==> src/rtl/trace_pkg.sv <==
// Shared types for the writeback trace buffer.
// Trigger types are used only when TRACE_TRIGGER_EN is defined.
package trace_pkg;

  localparam int DROP_W = 16;
  localparam int TRACE_PC_W = 32;
  localparam int TRACE_DATA_W = 32;

  typedef enum logic [1:0] {
    IDLE,
    ARMED,
    POST,
    FROZEN
  } trig_state_t;

  typedef struct packed {
    logic [TRACE_PC_W-1:0]   pc;
    logic [4:0]              rd;
    logic [TRACE_DATA_W-1:0] data;
  } trace_entry_t;

endpackage

==> src/rtl/wb_trace_buffer_if.sv <==
// Writeback capture and reader drain signals of the trace buffer.
// The master side is the processor/reader, the slave side the buffer.
interface wb_trace_buffer_if #(
  parameter int PC_W   = 32,
  parameter int DATA_W = 32
);

  logic              wb_valid;
  logic [PC_W-1:0]   wb_pc;
  logic [4:0]        wb_rd;
  logic [DATA_W-1:0] wb_data;
  logic              rd_en;
  logic              rd_valid;
  logic [PC_W-1:0]   rd_pc;
  logic [4:0]        rd_reg;
  logic [DATA_W-1:0] rd_data;

  modport master (
    output wb_valid, wb_pc, wb_rd, wb_data, rd_en,
    input  rd_valid, rd_pc, rd_reg, rd_data
  );

  modport slave (
    input  wb_valid, wb_pc, wb_rd, wb_data, rd_en,
    output rd_valid, rd_pc, rd_reg, rd_data
  );

endinterface

==> src/rtl/trace_fifo.sv <==
// Generic show-ahead synchronous FIFO with simultaneous push/pop.
// Pointers carry an extension bit to tell full from empty.
module trace_fifo #(
  parameter int DEPTH = 16,
  parameter int W     = 69
) (
  input  logic                   clk,
  input  logic                   rst,
  input  logic                   clr,
  input  logic                   push,
  input  logic                   pop,
  input  logic [W-1:0]           din,
  output logic [W-1:0]           dout,
  output logic                   full,
  output logic                   empty,
  output logic [$clog2(DEPTH):0] count
);

  localparam int AW = $clog2(DEPTH);

  logic [W-1:0] mem [DEPTH];
  logic [AW:0]  wptr;
  logic [AW:0]  rptr;
  logic         do_push;
  logic         do_pop;

  assign empty = (wptr == rptr);
  assign full  = (wptr[AW] != rptr[AW]) &&
                 (wptr[AW-1:0] == rptr[AW-1:0]);
  assign count = wptr - rptr;

  // a pop on a full FIFO frees the slot the push lands in
  assign do_pop  = pop & ~empty;
  assign do_push = push & (~full | do_pop);

  always_ff @(posedge clk or posedge rst) begin
    if (rst) begin
      wptr <= '0;
      rptr <= '0;
    end else if (clr) begin
      wptr <= '0;
      rptr <= '0;
    end else begin
      if (do_push) wptr <= wptr + 1'b1;
      if (do_pop)  rptr <= rptr + 1'b1;
    end
  end

  always_ff @(posedge clk) begin
    if (do_push && !clr) mem[wptr[AW-1:0]] <= din;
  end

  assign dout = mem[rptr[AW-1:0]];

endmodule

==> src/rtl/wb_trace_buffer.sv <==
// Writeback trace capture: filters x0 writes, counts drops.
// Optional trigger FSM enabled by defining TRACE_TRIGGER_EN.
module wb_trace_buffer
  import trace_pkg::*;
#(
  parameter int DEPTH  = 16,
  parameter int PC_W   = 32,
  parameter int DATA_W = 32
`ifdef TRACE_TRIGGER_EN
  ,
  parameter int POST_CNT = 8
`endif
) (
  input  logic                   clk,
  input  logic                   reset,
  wb_trace_buffer_if.slave       bus,
  input  logic                   clr,
  output logic [$clog2(DEPTH):0] count,
  output logic                   overflow,
  output logic [DROP_W-1:0]      drop_cnt
`ifdef TRACE_TRIGGER_EN
  ,
  input  logic                   trig_arm,
  input  logic [PC_W-1:0]        trig_pc,
  output logic                   triggered
`endif
);

  localparam int EW = PC_W + 5 + DATA_W;

  logic          cap;
  logic          cap_en;
  logic          pop;
  logic          drop;
  logic          full;
  logic          empty;
  logic [EW-1:0] head;

  assign cap = bus.wb_valid && (bus.wb_rd != 5'd0);

`ifdef TRACE_TRIGGER_EN
  trig_state_t state;
  logic [7:0]  pcnt;

  assign cap_en    = cap && (state != FROZEN);
  assign triggered = (state == FROZEN);

  always_ff @(posedge clk or posedge reset) begin
    if (reset) begin
      state <= IDLE;
      pcnt  <= '0;
    end else if (clr) begin
      state <= IDLE;
      pcnt  <= '0;
    end else begin
      unique case (state)
        IDLE:
          if (trig_arm) state <= ARMED;
        ARMED:
          if (cap && bus.wb_pc == trig_pc) begin
            state <= POST;
            pcnt  <= 8'(POST_CNT);
          end
        // dropped captures still consume the post window
        POST:
          if (cap) begin
            pcnt <= pcnt - 1'b1;
            if (pcnt == 8'd1) state <= FROZEN;
          end
        FROZEN: ;
        default: state <= IDLE;
      endcase
    end
  end
`else
  assign cap_en = cap;
`endif

  assign pop  = bus.rd_en & ~empty;
  assign drop = cap_en & full & ~pop;

  trace_fifo #(
    .DEPTH (DEPTH),
    .W     (EW)
  ) u_fifo (
    .clk   (clk),
    .rst   (reset),
    .clr   (clr),
    .push  (cap_en),
    .pop   (pop),
    .din   ({bus.wb_pc, bus.wb_rd, bus.wb_data}),
    .dout  (head),
    .full  (full),
    .empty (empty),
    .count (count)
  );

  assign bus.rd_valid = ~empty;
  assign bus.rd_pc    = empty ? '0 : head[EW-1 -: PC_W];
  assign bus.rd_reg   = empty ? '0 : head[DATA_W +: 5];
  assign bus.rd_data  = empty ? '0 : head[DATA_W-1:0];

  always_ff @(posedge clk or posedge reset) begin
    if (reset) begin
      overflow <= 1'b0;
      drop_cnt <= '0;
    end else if (clr) begin
      overflow <= 1'b0;
      drop_cnt <= '0;
    end else if (drop) begin
      overflow <= 1'b1;
      if (drop_cnt != '1) drop_cnt <= drop_cnt + 1'b1;
    end
  end

endmodule

==> src/flat_wrapper.sv <==
// flat-port wrapper written by rule: the top's interface ports become plain ports
module wb_trace_buffer_flat import trace_pkg::*;
#(
  parameter int DEPTH  = 16,
  parameter int PC_W   = 32,
  parameter int DATA_W = 32

)
  (clk, reset, clr, count, overflow, drop_cnt, bus_wb_valid, bus_wb_pc, bus_wb_rd, bus_wb_data, bus_rd_en, bus_rd_valid, bus_rd_pc, bus_rd_reg, bus_rd_data);
  wb_trace_buffer_if #(.PC_W(PC_W), .DATA_W(DATA_W)) bus_i ();
  input  logic clk;
  input  logic reset;
  input  logic clr;
  output logic [$clog2(DEPTH):0] count;
  output logic overflow;
  output logic [DROP_W-1:0] drop_cnt;
  input wire logic [$bits(bus_i.wb_valid)-1:0] bus_wb_valid;
  input wire logic [$bits(bus_i.wb_pc)-1:0] bus_wb_pc;
  input wire logic [$bits(bus_i.wb_rd)-1:0] bus_wb_rd;
  input wire logic [$bits(bus_i.wb_data)-1:0] bus_wb_data;
  input wire logic [$bits(bus_i.rd_en)-1:0] bus_rd_en;
  output wire logic [$bits(bus_i.rd_valid)-1:0] bus_rd_valid;
  output wire logic [$bits(bus_i.rd_pc)-1:0] bus_rd_pc;
  output wire logic [$bits(bus_i.rd_reg)-1:0] bus_rd_reg;
  output wire logic [$bits(bus_i.rd_data)-1:0] bus_rd_data;
  assign bus_i.wb_valid = bus_wb_valid;
  assign bus_i.wb_pc = bus_wb_pc;
  assign bus_i.wb_rd = bus_wb_rd;
  assign bus_i.wb_data = bus_wb_data;
  assign bus_i.rd_en = bus_rd_en;
  assign bus_rd_valid = bus_i.rd_valid;
  assign bus_rd_pc = bus_i.rd_pc;
  assign bus_rd_reg = bus_i.rd_reg;
  assign bus_rd_data = bus_i.rd_data;
  wb_trace_buffer #(.DEPTH(DEPTH), .PC_W(PC_W), .DATA_W(DATA_W)) u_core (.clk(clk), .reset(reset), .bus(bus_i), .clr(clr), .count(count), .overflow(overflow), .drop_cnt(drop_cnt));
endmodule
==> config.mk <==
export PLATFORM = sky130hd
export DESIGN_NAME = wb_trace_buffer_flat
export DESIGN_NICKNAME = d
export VERILOG_FILES = /design/src/rtl/trace_pkg.sv /design/src/rtl/wb_trace_buffer_if.sv /design/src/rtl/trace_fifo.sv /design/src/rtl/wb_trace_buffer.sv /design/src/flat_wrapper.sv
export SDC_FILE = /design/constraint.sdc
export NUM_CORES = 1
export LEC_CHECK = 0
export BUFFER_PORTS_ARGS = -buffer_cell sky130_fd_sc_hd__buf_4
export CORE_ASPECT_RATIO = 1.75
export CORE_UTILIZATION = 45
export CTS_BUF_LIST = sky130_fd_sc_hd__clkbuf_4
export DETAILED_ROUTE_END_ITERATION = 8
export HOLD_SLACK_MARGIN = 0.06
export PLACE_DENSITY_LB_ADDON = 0.05
export RECOVER_POWER = 100
export SETUP_SLACK_MARGIN = 0.3
export SLEW_MARGIN = 10
export SYNTH_ARGS = -nofsm -noshare
export SYNTH_HDL_FRONTEND = slang
export SYNTH_SLANG_ARGS = --single-unit
==> constraint.sdc <==
create_clock -name clk -period 9.31 [get_ports clk]
set_input_delay 2.3275 -clock clk [delete_from_list [all_inputs] [get_ports clk]]
set_output_delay 2.3275 -clock clk [all_outputs]
set_load 0.02 [all_outputs]
==> reports/metrics.yaml, run 1 <==
status: "finished with violations"
violations: "capacitance limit, slew limit"
fillCellCount: 7854
clock-sinks: 1131
cpPeakStageDelay_ns: 1.40
finalCriticalPeriod_ns: 8.128
setup_tns_ns: 0
ys.flop_type: "edfxtp_1"
switching_share_pct: 25.08
fmax_mhz: 123.0
critical_path.top_delay_family: "simple AND/OR/NAND/NOR gates"
clk_path_buf_depth: 4
share_clk_of_total_power_pct: 34.9
netlist_area_um2: 43360
dr_total_vias: 20960
ys.warnings.count: 0
cts_max_level: 5
nNetsFinal: 2359
cp.depth: 8
critPathLaunchType: "flop"
via_per_inst: 5.755
yosysMostFrequentCell: "edfxtp_1"
antenna_found_initial: 12
slowest_stage: "nand2_1"
die_w_um: 236.6
numCtsBuffers: 283
drt-total-wl_mm: 104.5
final_layout_size_suffix_gt1_share_pct: 29.21
numPortBuffers: 165
critical_path.max_fanout: 47
ys_ff_latch: 1131
netlist.area_leader.share_pct: 76.46
yosysSeqAreaShare_pct: 78.02
grt_max_degree: 122
worst_setup_path_end_kind: "primary output"
synth.distinct_cells: 41
hold_viol_final: 0
crit_type: "flop to primary output"
ff2ff_path_depth: 9
place_congestion: 0.7297
worstPathRequired_ns: 6.98
routedWlPerCell_um: 28.70
switchingPower_mw: 2.753
root_buffer: "clkbuf_4"
p_leak_nw: 15.83
syn_to_final_growth_pct: 11.85
r2r_start: "u_core.u_fifo.rptr[1]"
dpl_cell_area_um2: 46240
synthTopCellsByCount: "1104 x edfxtp_1, 276 x mux4_2, 139 x mux2i_1"
grt.busiest_layer: "met2"
multi_input_area_um2: 9061
r2r_end: "u_core.u_fifo.mem[2][19]"
postRouteAntennaNets: 0
die_height_um: 412.6
skew_ns: 0.07624
use_met3_pct: 5.737
rsz0062_at_grt: "no"
cellPowerDensity_nw_per_um2: 226.3
synth_edf_count: 1104
core_area_um2: 95530
cap_violations: 33
post_cts.repair.setup_buffers: 0
hold_depth: 2
ctsResizeCount: 0
start_util_pct: 45.39
relSlewSlack_pct: -184.6
sequentialPowerShare_pct: 51.7
die_area_um2: 97650
ctsHoldBuffers: 0
async_reset_ff_share_pct: 2.387
insertion_delay_ns: 1.20
worstPathCellList: "inv_1 -> ha_1 -> nand4_1 -> or2b_1 -> nand2_1 -> buf_4 -> o22ai_1 -> clkbuf_1"
min_path_type: "flop to flop"
worst_pin_slew_ns: 4.269
drt_iter0_drc: 1263
ios: 166
internal-power_mw: 8.223
hold_end: "u_core.overflow"
critPathArrivalTime_ns: 5.80
finalSetupViolCount: 0
slew_violations: 1135
ir_drop_v: 0.0001190
combinationalPowerShare_pct: 13.5
seq_area_um2: 33840
grt_pass1_wl_mm: 152.6
pre_cts_ws_ns: 3.142
min_period_over_period_pct: 87.30
setup_ws_ns: 1.182
use_met1_pct: 26.10
drt_pass1_iterations: 5
syn_inst: 1889
dp_hpwl_mm: 50.18
fin_area_um2: 48500
rows: 150
hp-start: "u_core.overflow"
clk_pin_slew_ns: 0.06
grt_pass1_vias: 23300
synth_area_leaders: "edfxtp_1 76%, mux4_2 14%, mux2i_1 3.2%, dfrtp_1 1.6%, o22ai_1 1.0%"
avgSynthCellArea_um2: 22.95
grtUsageMet2_pct: 39.23
total_power_mw: 10.98
syn-num-nets: 1974
critPathBufInv: 3
grt_usage_pct: 22.05
cts_tree: "built"
yosysTopAreaCell: "edfxtp_1"
overflow: 0
r2r_setup_slack_ns: 2.52
drc_errors: 0
==> logic make-up after synthesis <==
| logic type | count (synthesis) | synth area share [%] |
|---|---|---|
| adder cells (fa/ha/maj) | 11 | 0.3347 |
| AND/OR/NAND/NOR | 97 | 1.192 |
| multiplexers | 415 | 17.54 |
| flip-flops | 1131 | 78.02 |
| XOR/XNOR | 12 | 0.2424 |
| buffers and inverters | 115 | 1.114 |
| AO/OA/AOI/OAI | 108 | 1.555 |
==> routing by layer <==
layer	wire, um	vias up
met1	40630	11170
li1	-	8966
met2	56020	626
met5	116	-
met4	2034	18
met3	5714	181
==> state kept, by name (all words and copies together), names as in the netlist <==
| name | flops |
|---|---|
| u_core.drop_cnt | 16 |
| u_core.u_fifo.mem | 1104 |
| u_core.u_fifo.wptr | 5 |
| u_core.u_fifo.rptr | 5 |
| u_core.overflow | 1 |
==> worst max path at each step <==
stage / slack [ns] / to / start
6_report: 1.18 / bus_rd_data[31] / u_core.u_fifo.rptr[1]
5_1_grt: 0.84 / bus_rd_data[31] / u_core.u_fifo.rptr[1]
4_1_cts: 1.83 / bus_rd_pc[10] / u_core.u_fifo.rptr[0]
3_5_place_dp: 3.14 / bus_rd_pc[5] / u_core.u_fifo.rptr[0]
3_3_place_gp: 3.11 / bus_rd_pc[4] / u_core.u_fifo.rptr[0]
2_1_floorplan: 1.0 / u_core.u_fifo.mem[0][0] / bus_rd_en
==> layout by cell type (no fill, tap or decap), types with 4 or more instances in the layout <==
cell      synthesis  routed
clkbuf_1         32     173
ha_1             10      10
buf_4             0      19
a21oi_1          18      18
nand2_1          14      13
mux4_2          276     276
or4_1            14      14
mux2i_1         139     139
nand3_1          12      12
o22ai_1          69      69
nor2_1           27      26
dfrtp_1          27      25
clkbuf_4          0     390
edfxtp_1       1104    1104
nand4_1           3       4
and3_1            8       8
xnor2_1          10      10
o31ai_1          12      12
diode_2           0       6
o21ai_0           3       5
inv_1            10       9
clkinv_1          0      39
clkbuf_2          2       9
nor3_1            9       9
==> area by class of cell <==
class | instances | area share, %
antenna | 6 | 0.03096
timing repair buffer | 204 | 1.824
sequential | 1131 | 69.77
clock inverter | 42 | 0.4360
inverter | 11 | 0.1006
multi-input combinational | 643 | 18.68
tap | 1216 | 3.137
clock buffer | 389 | 6.022
==> per-stage QoR <==
step                      instances  util, %  hold slack, ns
after global routing           3642    50.77          0.5709
after CTS                      3636    51.69          0.5095
after detailed placement       3205    48.41          0.4966
final                          3642    50.77          0.5083
after global placement         3205    48.41          0.4894
after floorplan                1889        -          0.5247
==> power groups by stage <==
| stage | clock network, mW | logic, mW | registers (mW) |
|---|---|---|---|
| after global placement | 0 | 1.62 | 5.78 |
| after global routing | 4.20 | 1.60 | 5.67 |
| after detailed placement | 0 | 1.63 | 5.78 |
| after floorplan | 0 | 1.10 | 5.75 |
| final | 3.83 | 1.48 | 5.67 |
| after CTS | 3.97 | 1.63 | 5.67 |
==> tightest hold or removal path: stages (launching register included) <==
cell and delay, ns:
dfrtp_1 0.34, nor2_1 0.05, nor2_1 0.07
No activity file was read; power rests on OpenSTA's default activity.
==> run 2, diff against run 1 <==
--- a/config.mk
+++ b/config.mk
@@ -11,7 +11,7 @@
 export CTS_BUF_LIST = sky130_fd_sc_hd__clkbuf_4
 export DETAILED_ROUTE_END_ITERATION = 8
 export HOLD_SLACK_MARGIN = 0.06
-export PLACE_DENSITY_LB_ADDON = 0.05
+export PLACE_DENSITY = 0.62
 export RECOVER_POWER = 100
 export SETUP_SLACK_MARGIN = 0.3
 export SLEW_MARGIN = 10
==> reports/metrics.yaml, run 2 (synthesis results as in run 1) <==
cpPeakStageDelay_ns: 1.58  # +0.18 ns
syn_to_final_growth_pct: 11.53
postRouteAntennaNets: 0  # unchanged
drt-total-wl_mm: 99.34  # -5.0%
switchingPower_mw: 2.704  # -1.8%
antenna_found_initial: 13  # +1
worstPathRequired_ns: 6.98  # about the same
root_buffer: "clkbuf_4"
ctsResizeCount: 0  # unchanged
grt_max_degree: 151  # +24%
largest_reg_flops: 1104  # unchanged
dp_hpwl_mm: 51.91  # +3.4%
crit_type: "flop to primary output"
core_area_um2: 95530  # unchanged
worstPathCellList: "inv_8 -> buf_4 -> clkbuf_2 -> mux2i_1 -> o22ai_1 -> clkbuf_1"
hold_viol_final: 0  # unchanged
ctsHoldBuffers: 0  # unchanged
rows: 150  # unchanged
drt_iter0_drc: 1326  # +5.0%
min_period_over_period_pct: 85.82  # -1.5 points
ir_drop_v: 0.0001711  # +44%
die_height_um: 412.6  # unchanged
sequentialPowerShare_pct: 52.8  # +1.1 points
routedWlPerCell_um: 27.31  # -4.8%
start_util_pct: 45.39  # unchanged
min_path_type: "flop to flop"
numPortBuffers: 165  # unchanged
skew_ns: 0.04663  # -0.02962 ns
finalCriticalPeriod_ns: 7.990  # -0.1374 ns
post_cts.repair.setup_buffers: 0  # unchanged
dpl_cell_area_um2: 46220  # about the same
cap_violations: 31  # -6.1%
clock-sinks: 1131  # unchanged
cts_max_level: 4  # -1
p_leak_nw: 15.69  # -0.86%
drc_errors: 0  # unchanged
clk_pin_slew_ns: 0.08  # +0.02 ns
cellPowerDensity_nw_per_um2: 222.3  # -1.8%
relSlewSlack_pct: -184.5  # about the same
final_layout_size_suffix_gt1_share_pct: 27.66  # -1.6 points
finalSetupViolCount: 0  # unchanged
slowest_stage: "clkbuf_2"
switching_share_pct: 25.15  # +0.069 points
dr_total_vias: 20880  # -0.40%
nNetsFinal: 2321  # -1.6%
grt_pass1_wl_mm: 146.6  # -3.9%
worst_setup_path_end_kind: "primary output"
rsz0062_at_grt: "no"
combinationalPowerShare_pct: 13.6  # about the same
share_clk_of_total_power_pct: 33.5  # -1.4 points
grt_pass1_vias: 23140  # -0.70%
grt_usage_pct: 20.88  # -1.2 points
slew_violations: 1039  # -8.5%
critPathLaunchType: "flop"
fin_area_um2: 48360  # -0.29%
critPathArrivalTime_ns: 5.66  # -0.14 ns
worst_pin_slew_ns: 4.268  # -0.001376 ns
cts_tree: "built"
insertion_delay_ns: 1.14  # -0.06 ns
fmax_mhz: 125.2  # +1.7%
ios: 166  # unchanged
violations: "capacitance limit, slew limit"
die_area_um2: 97650  # unchanged
numCtsBuffers: 241  # -15%
status: "finished with violations"
via_per_inst: 5.739  # -0.29%
layout_common_cells: "1104 x edfxtp_1, 340 x clkbuf_4, 276 x mux4_2, 183 x clkbuf_1, 139 x mux2i_1"
setup_tns_ns: 0  # unchanged
clk_path_buf_depth: 3  # -1
internal-power_mw: 8.047  # -2.1%
drt_pass1_iterations: 5  # unchanged
die_w_um: 236.6  # unchanged
final_common_cell: "edfxtp_1"
place_congestion: 0.7468  # +2.3%
overflow: 0  # unchanged
critical_path.max_fanout: 53  # +13%
==> run 2: final timing paths <==
path,startpoint,to,slack (ns),cells after the start
max in group asynchronous,reset,u_core.u_fifo.rptr[0],6.48,3
hold / removal,u_core.overflow,u_core.overflow,0.53,2
setup reg to reg,u_core.u_fifo.rptr[1],u_core.u_fifo.mem[2][47],2.20,9
setup / recovery,u_core.u_fifo.rptr[3],bus_rd_pc[31],1.32,6
min in group asynchronous,reset,u_core.drop_cnt[10],1.72,3
hold reg to reg,u_core.overflow,u_core.overflow,0.53,2
==> run 2: final cells by class <==
cell class	count	area (um2)
diodes	11	27.53
clock buffers	339	2545
clock inverters	79	440.4
fillers	7685	47170
inverters	11	48.80
multi-input cells	643	9056
flip-flops and latches	1131	33840
well taps	1216	1521
repair buffers	208	882.1
==> run 2: metrics by stage <==
step | util (%) | worst slack (ns) | std cells | power, mW | hold slack (ns)
after detailed placement | 48.38 | 2.758 | 3209 | 7.402 | 0.5219
after floorplan | - | 0.9997 | 1889 | 6.847 | 0.5247
after global routing | 50.62 | 0.9496 | 3637 | 11.20 | 0.5921
after CTS | 51.50 | 1.426 | 3627 | 11.03 | 0.5378
final | 50.62 | 1.320 | 3638 | 10.75 | 0.5288
after global placement | 48.38 | 2.780 | 3209 | 7.381 | 0.4911
==> run 2: power groups by stage <==
| stage | combinational [mW] | sequential [mW] | clock, mW |
|---|---|---|---|
| floorplan | 1.10 | 5.75 | 0 |
| global placement | 1.60 | 5.78 | 0 |
| detailed placement | 1.61 | 5.79 | 0 |
| CTS | 1.62 | 5.67 | 3.73 |
| global route | 1.58 | 5.68 | 3.94 |
| finish | 1.47 | 5.68 | 3.61 |
==> run 2: critical path: cells and delay by family (launching register included) <==
kind	cells	cell delay (ns)
muxes	1	0.24
buffers and inverters	4	3.14
DFF	1	0.43
AOI/OAI and AO/OA	1	0.49
==> run 2: routing by layer <==
| metal | up-vias | global-route usage [%] | part of all wire (%) |
|---|---|---|---|
| met5 | - | 0 | 0.087 |
| met4 | 14 | 8.453 | 2.6 |
| met3 | 174 | 5.122 | 5.3 |
| met2 | 621 | 36.74 | 53 |
| met1 | 11130 | 24.48 | 39 |
| li1 | 8943 | - | - |
==> run 3, diff against run 2 <==
--- a/config.mk
+++ b/config.mk
@@ -6,7 +6,8 @@
 export NUM_CORES = 1
 export LEC_CHECK = 0
 export BUFFER_PORTS_ARGS = -buffer_cell sky130_fd_sc_hd__buf_4
-export CORE_ASPECT_RATIO = 1.75
+export CORE_ASPECT_RATIO = 0.9
+export CORE_MARGIN = 2
 export CORE_UTILIZATION = 45
 export CTS_BUF_LIST = sky130_fd_sc_hd__clkbuf_4
 export DETAILED_ROUTE_END_ITERATION = 8
==> reports/metrics.yaml, run 3 (synthesis results as in run 1) <==
place_congestion: 0.7669  # +2.7%
clock-sinks: 1131  # unchanged
routedWlPerCell_um: 26.78  # -1.9%
ctsHoldBuffers: 0  # unchanged
worst_setup_path_end_kind: "primary output"
insertion_delay_ns: 1.13  # about the same
highest_layer: "met5"
wl_met3_mm: 6.891  # +32%
largest_reg_flops: 1104  # unchanged
drt-total-wl_mm: 100.0  # +0.70%
critical_path.top_delay_family: "simple AND/OR/NAND/NOR gates"
core_area_um2: 95940  # +0.43%
antenna_found_initial: 13  # unchanged
critPathBufInv: 2  # -2
internal-power_mw: 8.369  # +4.0%
grt_pass1_vias: 22440  # -3.0%
drt_iter0_drc: 1955  # +47%
root_buffer: "clkbuf_4"
cp.depth: 7  # +1
postRouteAntennaNets: 0  # unchanged
r2r_start: "u_core.u_fifo.rptr[1]"
critPathArrivalTime_ns: 5.98  # +0.32 ns
switchingPower_mw: 2.745  # +1.5%
setup_tns_ns: 0  # unchanged
ir_drop_v: 0.0001512  # -12%
violations: "capacitance limit, slew limit"
die_area_um2: 98860  # +1.2%
min_path_type: "flop to flop"
cts_tree: "built"
total_power_mw: 11.11  # +3.4%
relSlewSlack_pct: -191.9  # -7.4 points
clk_pin_slew_ns: 0.06  # -0.02 ns
critPathCapture: "bus_rd_data[25]"
grt_usage_pct: 20.40  # -0.49 points
critical_path.max_fanout: 69  # +30%
post_cts.repair.setup_buffers: 0  # unchanged
share_clk_of_total_power_pct: 35.7  # +2.2 points
drc_errors: 0  # unchanged
fin_util_pct: 50.88  # +0.26 points
hold_viol_final: 0  # unchanged
ios: 166  # unchanged
sequentialPowerShare_pct: 51.0  # -1.8 points
startpoint: "u_core.u_fifo.rptr[1]"
die_height_um: 298.5  # -28%
fin_area_um2: 48820  # +0.95%
switching_share_pct: 24.70  # -0.45 points
numPortBuffers: 165  # unchanged
finalSetupViolCount: 0  # unchanged
status: "finished with violations"
rsz0062_at_grt: "no"
critPathLaunchType: "flop"
final_common_cell: "edfxtp_1"
min_period_over_period_pct: 89.24  # +3.4 points
die_w_um: 331.2  # +40%
wl_met2_mm: 49.59  # -5.9%
via_per_inst: 5.670  # -1.2%
slew_violations: 1171  # +13%
cts_max_level: 5  # +1
worst_pin_slew_ns: 4.378  # +0.1103 ns
worstPathRequired_ns: 6.98  # about the same
r2r_end: "u_core.u_fifo.mem[11][14]"
slowest_stage: "nand2_2"
final_layout_size_suffix_gt1_share_pct: 29.92  # +2.3 points
r2r_setup_slack_ns: 1.91  # -0.29 ns
hold_depth: 2  # unchanged
cellPowerDensity_nw_per_um2: 227.6  # +2.4%
drt_pass1_iterations: 5  # unchanged
nNetsFinal: 2373  # +2.2%
numCtsBuffers: 300  # +24%
ff2ff_path_depth: 8  # -1
dp_hpwl_mm: 47.75  # -8.0%
dpl_cell_area_um2: 46250  # about the same
rows: 108  # -28%
layout_common_cells: "1104 x edfxtp_1, 419 x clkbuf_4, 276 x mux4_2, 179 x clkbuf_1, 139 x mux2i_1"
finalCriticalPeriod_ns: 8.308  # +0.3179 ns
cap_violations: 33  # +6.5%
grt_pass1_wl_mm: 146.6  # about the same
fmax_mhz: 120.4  # -3.8%
ctsResizeCount: 0  # unchanged
syn_to_final_growth_pct: 12.59
crit_type: "flop to primary output"
dr_total_vias: 21180  # +1.4%
p_leak_nw: 15.97  # +1.8%
met1_length_mm: 41.83  # +8.1%
skew_ns: 0.06821  # +0.02158 ns
worstPathCellList: "inv_1 -> ha_1 -> nand4_1 -> or2b_1 -> nand2_2 -> o22ai_1 -> clkbuf_1"
overflow: 0  # unchanged
grt_max_degree: 160  # +6.0%
start_util_pct: 45.19  # -0.20 points
clk_path_buf_depth: 4  # +1
holdWs_ns: 0.5171  # -0.01179 ns
cpPeakStageDelay_ns: 1.47  # -0.11 ns
combinationalPowerShare_pct: 13.2  # -0.4 points
[run 3: cell count changes in the layout (fill, tap and decap cells not counted), sizes merged]
cell / previous run / this run
clkbuf: 530 / 604
clkinv: 67 / 52
clkinvlp: 4 / 0
diode: 11 / 7
buf: 17 / 15
bufinv: 4 / 2
inv: 15 / 16
[run 3: worst min path at each step]
stage	start	to	slack (ns)
final	u_core.overflow	u_core.overflow	0.52
after global routing	u_core.overflow	u_core.overflow	0.55
after CTS	u_core.overflow	u_core.overflow	0.53
after detailed placement	u_core.overflow	u_core.overflow	0.52
after global placement	u_core.overflow	u_core.overflow	0.48
after floorplan	u_core.u_fifo.rptr[4]	u_core.u_fifo.rptr[4]	0.52
[run 3: stage by stage]
step | setup WS [ns] | std cells
floorplan | 0.9997 | 1889
detailed placement | 2.933 | 3251
global route | 0.7559 | 3732
global placement | 2.951 | 3251
finish | 1.002 | 3735
CTS | 1.715 | 3728
[run 3: worst reg2reg max path: cells and delay by family (launching register included)]
family        cells  cell delay (ns)
fa+ha+maj         1             0.32
simple gates      5             3.07
flops             1             1.01
buf+inv           2             2.51
[run 3: power groups by stage]
stage | combinational (mW) | clock [mW] | sequential (mW)
global route | 1.59 | 4.36 | 5.68
floorplan | 1.10 | 0 | 5.75
detailed placement | 1.62 | 0 | 5.78
global placement | 1.60 | 0 | 5.78
finish | 1.47 | 3.97 | 5.67
CTS | 1.62 | 4.10 | 5.67
[run 3: layer usage]
| metal | GRT usage (%) | vias up |
|---|---|---|
| met3 | 5.172 | 144 |
| met5 | 0 | - |
| met1 | 27.21 | 11200 |
| met4 | 6.567 | 22 |
| li1 | - | 9054 |
| met2 | 33.22 | 758 |
[run 3: area by class of cell]
cell class | instances | area, um2
well taps | 1265 | 1583
diodes | 7 | 17.52
flip-flops and latches | 1131 | 33840
clock inverters | 59 | 279.0
multi-input cells | 643 | 9070
inverters | 11 | 48.80
fillers | 7779 | 47120
clock buffers | 418 | 3138
repair buffers | 201 | 847.1
